===== src/rtl/riscv_pkg.sv =====
// Shared RISC-V decode constants: opcodes, funct fields and ALU control codes.
package riscv_pkg;
  localparam logic [6:0] OPC_OP     = 7'b0110011;
  localparam logic [6:0] OPC_OP_IMM = 7'b0010011;
  localparam logic [6:0] F7_ADD     = 7'b0000000;
  localparam logic [6:0] F7_SUB     = 7'b0100000;
  localparam logic [2:0] F3_ADD     = 3'b000;
  localparam logic [3:0] ALU_ADD    = 4'd0;
  localparam logic [3:0] ALU_SUB    = 4'd1;
  localparam logic [3:0] ALU_NOP    = 4'd15;
endpackage


===== src/rtl/riscv_regfile.sv =====
// 32x32 register file: two combinational reads, one synchronous write, x0 reads zero.
// RISCV_DEC_BYPASS_EN forwards a same-edge writeback onto the read ports.
module riscv_regfile #(
  parameter int BUS_WIDTH = 32
) (
  input  logic                 i_CLK,
  input  logic                 i_RST,
  input  logic [4:0]           rs1_addr_i,
  input  logic [4:0]           rs2_addr_i,
  output logic [BUS_WIDTH-1:0] rs1_data_o,
  output logic [BUS_WIDTH-1:0] rs2_data_o,
  input  logic                 wb_en_i,
  input  logic [4:0]           wb_addr_i,
  input  logic [BUS_WIDTH-1:0] wb_data_i
);
  logic [BUS_WIDTH-1:0] regs_q [32];
  logic                 wr_ok;
  logic [BUS_WIDTH-1:0] rs1_raw, rs2_raw;

  assign wr_ok = wb_en_i && (wb_addr_i != 5'd0);

  always_ff @(posedge i_CLK) begin
    if (i_RST) begin
      for (int i = 0; i < 32; i++) regs_q[i] <= '0;
    end else if (wr_ok) begin
      regs_q[wb_addr_i] <= wb_data_i;
    end
  end

  assign rs1_raw = (rs1_addr_i == 5'd0) ? '0 : regs_q[rs1_addr_i];
  assign rs2_raw = (rs2_addr_i == 5'd0) ? '0 : regs_q[rs2_addr_i];

`ifdef RISCV_DEC_BYPASS_EN
  assign rs1_data_o = (wr_ok && (wb_addr_i == rs1_addr_i)) ? wb_data_i : rs1_raw;
  assign rs2_data_o = (wr_ok && (wb_addr_i == rs2_addr_i)) ? wb_data_i : rs2_raw;
`else
  assign rs1_data_o = rs1_raw;
  assign rs2_data_o = rs2_raw;
`endif
endmodule


===== src/rtl/riscv_decode_stage.sv =====
// Decode/operand stage for ADD/SUB/ADDI feeding the ALU through one register stage.
// Same-edge writeback forwarding is selected by RISCV_DEC_BYPASS_EN (see riscv_regfile).
module riscv_decode_stage
  import riscv_pkg::*;
#(
  parameter int BUS_WIDTH  = 32,
  parameter int CTRL_WIDTH = 4
) (
  input  logic                  i_CLK,
  input  logic                  i_RST,
  input  logic                  i_Valid,
  input  logic [31:0]           i_Instr,
  input  logic                  i_Stall,
  output logic                  o_Ready,
  input  logic                  i_WB_En,
  input  logic [4:0]            i_WB_Addr,
  input  logic [BUS_WIDTH-1:0]  i_WB_Data,
  output logic                  o_Valid,
  output logic [BUS_WIDTH-1:0]  o_OP1,
  output logic [BUS_WIDTH-1:0]  o_OP2,
  output logic [CTRL_WIDTH-1:0] o_Control,
  output logic [4:0]            o_Rd,
  output logic                  o_RegWrite,
  output logic                  o_Illegal
);
  logic [6:0]           opcode, funct7;
  logic [2:0]           funct3;
  logic [4:0]           rs1, rs2, rd;
  logic [BUS_WIDTH-1:0] rs1_val, rs2_val, imm;
  logic                 is_add, is_sub, is_addi, accept;

  logic                  valid_q, valid_d, regwrite_q, regwrite_d, illegal_q, illegal_d;
  logic [BUS_WIDTH-1:0]  op1_q, op1_d, op2_q, op2_d;
  logic [CTRL_WIDTH-1:0] ctrl_q, ctrl_d;
  logic [4:0]            rd_q, rd_d;

  assign opcode = i_Instr[6:0];
  assign rd     = i_Instr[11:7];
  assign funct3 = i_Instr[14:12];
  assign rs1    = i_Instr[19:15];
  assign rs2    = i_Instr[24:20];
  assign funct7 = i_Instr[31:25];
  assign imm    = {{(BUS_WIDTH-12){i_Instr[31]}}, i_Instr[31:20]};

  assign is_add  = (opcode == OPC_OP) && (funct3 == F3_ADD) && (funct7 == F7_ADD);
  assign is_sub  = (opcode == OPC_OP) && (funct3 == F3_ADD) && (funct7 == F7_SUB);
  assign is_addi = (opcode == OPC_OP_IMM) && (funct3 == F3_ADD);

  assign o_Ready = ~i_Stall & ~i_RST;
  assign accept  = i_Valid & o_Ready;

  riscv_regfile #(.BUS_WIDTH(BUS_WIDTH)) u_regfile (
    .i_CLK      (i_CLK),
    .i_RST      (i_RST),
    .rs1_addr_i (rs1),
    .rs2_addr_i (rs2),
    .rs1_data_o (rs1_val),
    .rs2_data_o (rs2_val),
    .wb_en_i    (i_WB_En),
    .wb_addr_i  (i_WB_Addr),
    .wb_data_i  (i_WB_Data)
  );

  // Stall holds the bundle, but o_Illegal is an event pulse and never extends.
  always_comb begin
    valid_d    = valid_q;
    op1_d      = op1_q;
    op2_d      = op2_q;
    ctrl_d     = ctrl_q;
    rd_d       = rd_q;
    regwrite_d = regwrite_q;
    illegal_d  = 1'b0;
    if (!i_Stall) begin
      valid_d    = 1'b0;
      op1_d      = '0;
      op2_d      = '0;
      ctrl_d     = CTRL_WIDTH'(ALU_NOP);
      rd_d       = 5'd0;
      regwrite_d = 1'b0;
      if (accept) begin
        if (is_add || is_sub || is_addi) begin
          valid_d    = 1'b1;
          op1_d      = rs1_val;
          op2_d      = is_addi ? imm : rs2_val;
          ctrl_d     = is_sub ? CTRL_WIDTH'(ALU_SUB) : CTRL_WIDTH'(ALU_ADD);
          rd_d       = rd;
          regwrite_d = (rd != 5'd0);
        end else begin
          illegal_d = 1'b1;
        end
      end
    end
  end

  always_ff @(posedge i_CLK) begin
    if (i_RST) begin
      valid_q    <= 1'b0;
      op1_q      <= '0;
      op2_q      <= '0;
      ctrl_q     <= CTRL_WIDTH'(ALU_NOP);
      rd_q       <= 5'd0;
      regwrite_q <= 1'b0;
      illegal_q  <= 1'b0;
    end else begin
      valid_q    <= valid_d;
      op1_q      <= op1_d;
      op2_q      <= op2_d;
      ctrl_q     <= ctrl_d;
      rd_q       <= rd_d;
      regwrite_q <= regwrite_d;
      illegal_q  <= illegal_d;
    end
  end

  assign o_Valid    = valid_q;
  assign o_OP1      = op1_q;
  assign o_OP2      = op2_q;
  assign o_Control  = ctrl_q;
  assign o_Rd       = rd_q;
  assign o_RegWrite = regwrite_q;
  assign o_Illegal  = illegal_q;
endmodule


===== config.mk =====
export PLATFORM = sky130hd
export DESIGN_NAME = riscv_decode_stage
export DESIGN_NICKNAME = d
export VERILOG_FILES = /design/src/rtl/riscv_pkg.sv /design/src/rtl/riscv_regfile.sv /design/src/rtl/riscv_decode_stage.sv
export SDC_FILE = /design/constraint.sdc
export NUM_CORES = 2
export LEC_CHECK = 0
export CAP_MARGIN = 40
export CORE_ASPECT_RATIO = 1.4
export CORE_UTILIZATION = 35
export CTS_BUF_LIST = sky130_fd_sc_hd__clkbuf_4
export CTS_CLUSTER_DIAMETER = 150
export CTS_CLUSTER_SIZE = 10
export DETAILED_ROUTE_END_ITERATION = 16
export PLACE_DENSITY_LB_ADDON = 0.08
export SETUP_SLACK_MARGIN = 0.02
export SYNTH_ARGS = -nofsm -noshare
export SYNTH_HDL_FRONTEND = slang
export SYNTH_SLANG_ARGS = --single-unit

===== constraint.sdc =====
create_clock -name i_CLK -period 10 [get_ports i_CLK]
set_clock_uncertainty 0.1 [all_clocks]
set_input_delay 3 -clock i_CLK [delete_from_list [all_inputs] [get_ports i_CLK]]
set_output_delay 3 -clock i_CLK [all_outputs]
set_load 0.1 [all_outputs]

==> reports/results.ini <==
[worst_setup_path]
cp-end-kind = output port
r2r_setup_slack_ns = 7.54
required_ns = 6.90
path_common_cell = clkdlybuf4s50_1
crit_buf_inv = 3
crit_family = buffers and inverters
critPathKind = input port to output port
reg2reg_from = u_regfile.regs_q[19][2]
cp.arrival_ns = 4.28
startpoint_type = input port
worstRegToRegCells = 5
slowest_stage = clkdlybuf4s50_1
r2r_end = o_OP1[2]
cp_cell_sequence = clkdlybuf4s50_1 -> nor2_1 -> clkdlybuf4s50_1 -> buf_8
cpPeakStageDelay_ns = 0.53
critPathMaxFanout = 3

[sta]
hold_violations = 0
setup_violations = 0
fmax_mhz = 135
maxSlewHeadroom_pct = 30.0
finalCriticalPeriod_ns = 7.38
fin_crit_sh_pct = 73.8
rsz0062_at_grt = false
worst_slew_pin_slew_ns = 1.05
worst_slack_ns = 2.62
finalSetupTns_ns = 0
final_max_slew_viol_count = 0

[power_and_ir_drop]
switching_power_mw = 2.53
clkPwrFrac_pct = 28.5
internal_power_mw = 6.75
power_frac_seq_pct = 57.7
powerDensity_nw_per_um2 = 145
swShare_pct = 27.2
peakVddDrop_mv = 0.0784
p_leak_nw = 21.7
p_comb_share_pct = 13.8

[synth]
yosysMostFrequentCell = edfxtp_1
synth_top_area_cell = edfxtp_1
synth.distinct_cells = 56
syn_area_per_cell_um2 = 15.1
synth_edf_count = 1024
yosysWarnings = 0
synthArstFlopShare_pct = 0
syn_area_um2 = 56500
synthCells = 3738
synth_common_cells = edfxtp_1, and2_1, mux4_2
seq_area_frac_synth_pct = 57.0
netlist.area_leader.share_pct = 54.4
synth.top_cells.by_area = edfxtp_1, mux4_2, and2_1, dfxtp_1, clkbuf_1
ys_ff_latch = 1098
synth-main-ff-cell = edfxtp_1

[placement]
hpwl_um = 133000
place_ws_ns = 2.61
dp.cells = 5848
globalplace.congestion = 0.808
io_buffers = 150

[flow_run]
drv_cap = 0

[grt]
grt_max_degree = 95
antenna_found_initial = 20
grt_pass1_vias = 34254
track_usage_pct = 25.0
overflow = 0
grt_pass1_wl_um = 284000

[floorplanning]
dieArea_um2 = 163000
start_util_pct = 35.2
dieHeight_um = 478
ioPinCount = 151
core_area_um2 = 160000
die_w_um = 342
std_cell_rows = 174

[run_status]
run_status = complete, no violations

[clock_network]
htree_levels = 3
clockBufferDepth = 3
postCtsHoldBufs = 0
cts_setup_buffers = 0
root_buffer = clkbuf_4
clock_latency_ns = 1.18
cts_tree = yes
cts_sinks = 1098
cts_resized = 0
cts_inserted_buffers = 119
cts.clk_slew.worst_paths_ns = 0.11

[drt]
viasPerCell = 5.59
drtPass1Iterations = 7
detail_route.iter0.violations = 3385
routed_wl_um = 204000
remaining_drc_errors = 0
vias = 34029
wl_per_cell_um = 33.5
ant_nets = 0

[finish]
final_util_pct = 40.0
fillCellCount = 14599
fin_nets = 3931
final_cell_count_no_fill = 6086
layout-area-overhead-vs-synth_pct = 13.6
drive_above_1_share_pct = 28.3

[min_path]
hold_path_end = o_OP1[11]
min-delay-path-class = flop to flop
min-delay-start = o_OP1[11]
hold_depth = 2

[metrics by stage]
stage / power [mW] / cell area [um2] / hold slack (ns)
2_1_floorplan: 6.15 / 56700 / 0.625
3_3_place_gp: 6.70 / 60200 / 0.327
3_5_place_dp: 6.75 / 62500 / 0.333
4_1_cts: 9.39 / 64200 / 0.349
5_1_grt: 9.60 / 64200 / 0.375
6_report: 9.28 / 64200 / 0.342
[worst min-delay path, stage by stage (launching register included)]
cell	delay [ns]
dfxtp_1	0.33
nand2_1	0.05
nand2_1	0.04
[worst max path at each step]
stage	start	end	slack [ns]	depth (start not counted)
2_1_floorplan	i_RST	o_Ready	2.38	3
3_3_place_gp	i_Stall	o_Ready	2.13	3
3_5_place_dp	i_Stall	o_Ready	2.61	4
4_1_cts	i_Stall	o_Ready	2.61	4
5_1_grt	i_Stall	o_Ready	2.57	4
6_report	i_Stall	o_Ready	2.62	4
[flip-flops by register name (all words and copies together) (netlist names)]
signal	count
o_OP2	32
o_Rd	5
o_OP1	32
o_Valid	1
u_regfile.regs_q	1024
o_Control	2
o_RegWrite	1
o_Illegal	1
[routing by layer]
layer | wire length [um] | track usage, %
met1 | 87500 | 35.0
met2 | 99400 | 41.2
met3 | 12500 | 3.33
met4 | 4220 | 5.98
met5 | 22 | 0
[layout make-up]
cell class	count	area (um2)	area share [%]
Multi-Input combinational cell	2272	23100	36.0
Clock buffer	219	1640	2.56
Inverter	6	22.5	0.0351
Antenna cell	15	37.5	0.0585
Tap cell	2112	2640	4.12
Sequential cell	1098	32200	50.2
Clock inverter	4	41.3	0.0643
Timing Repair Buffer	360	4480	6.97
[layout by cell type, fill, tap and decap left out, drive strengths merged, types with 7 or more instances in the layout]
cell type / netlist / layout
nor4: 11 / 11
dfxtp: 74 / 74
or2: 32 / 32
a32oi: 14 / 14
nand3b: 9 / 9
inv: 6 / 8
mux2i: 54 / 54
nand2: 124 / 124
conb: 1 / 32
o22ai: 19 / 19
edfxtp: 1024 / 1024
nand3: 19 / 19
nor2b: 27 / 27
o21ai: 63 / 63
clkdlybuf4s50: 0 / 120
diode: 0 / 15
a211oi: 20 / 20
clkbuf: 310 / 219
nand4: 7 / 7
buf: 83 / 240
a22oi: 130 / 130
nor2: 61 / 61
and2: 995 / 995
mux4: 518 / 518
nor3: 25 / 25
mux2: 56 / 56
[logic make-up after synthesis]
kind of cell / after synthesis / synth area share, %
and+or+nand+nor: 1330 / 14.0
DFF: 1098 / 57.0
muxes: 628 / 22.7
buffers and inverters: 399 / 2.84
AOI/OAI and AO/OA: 282 / 3.49
other: 1 / 0.00663
[power by group through the flow]
stage               Clock [mW]  Sequential, mW  Combinational [mW]
global placement             0            5.46                1.25
CTS                       2.75            5.36                1.29
floorplan                    0            5.41               0.733
finish                    2.65            5.36                1.28
detailed placement           0            5.46                1.28
global route              2.88            5.39                1.33
Power figures use the tool's default switching activity.
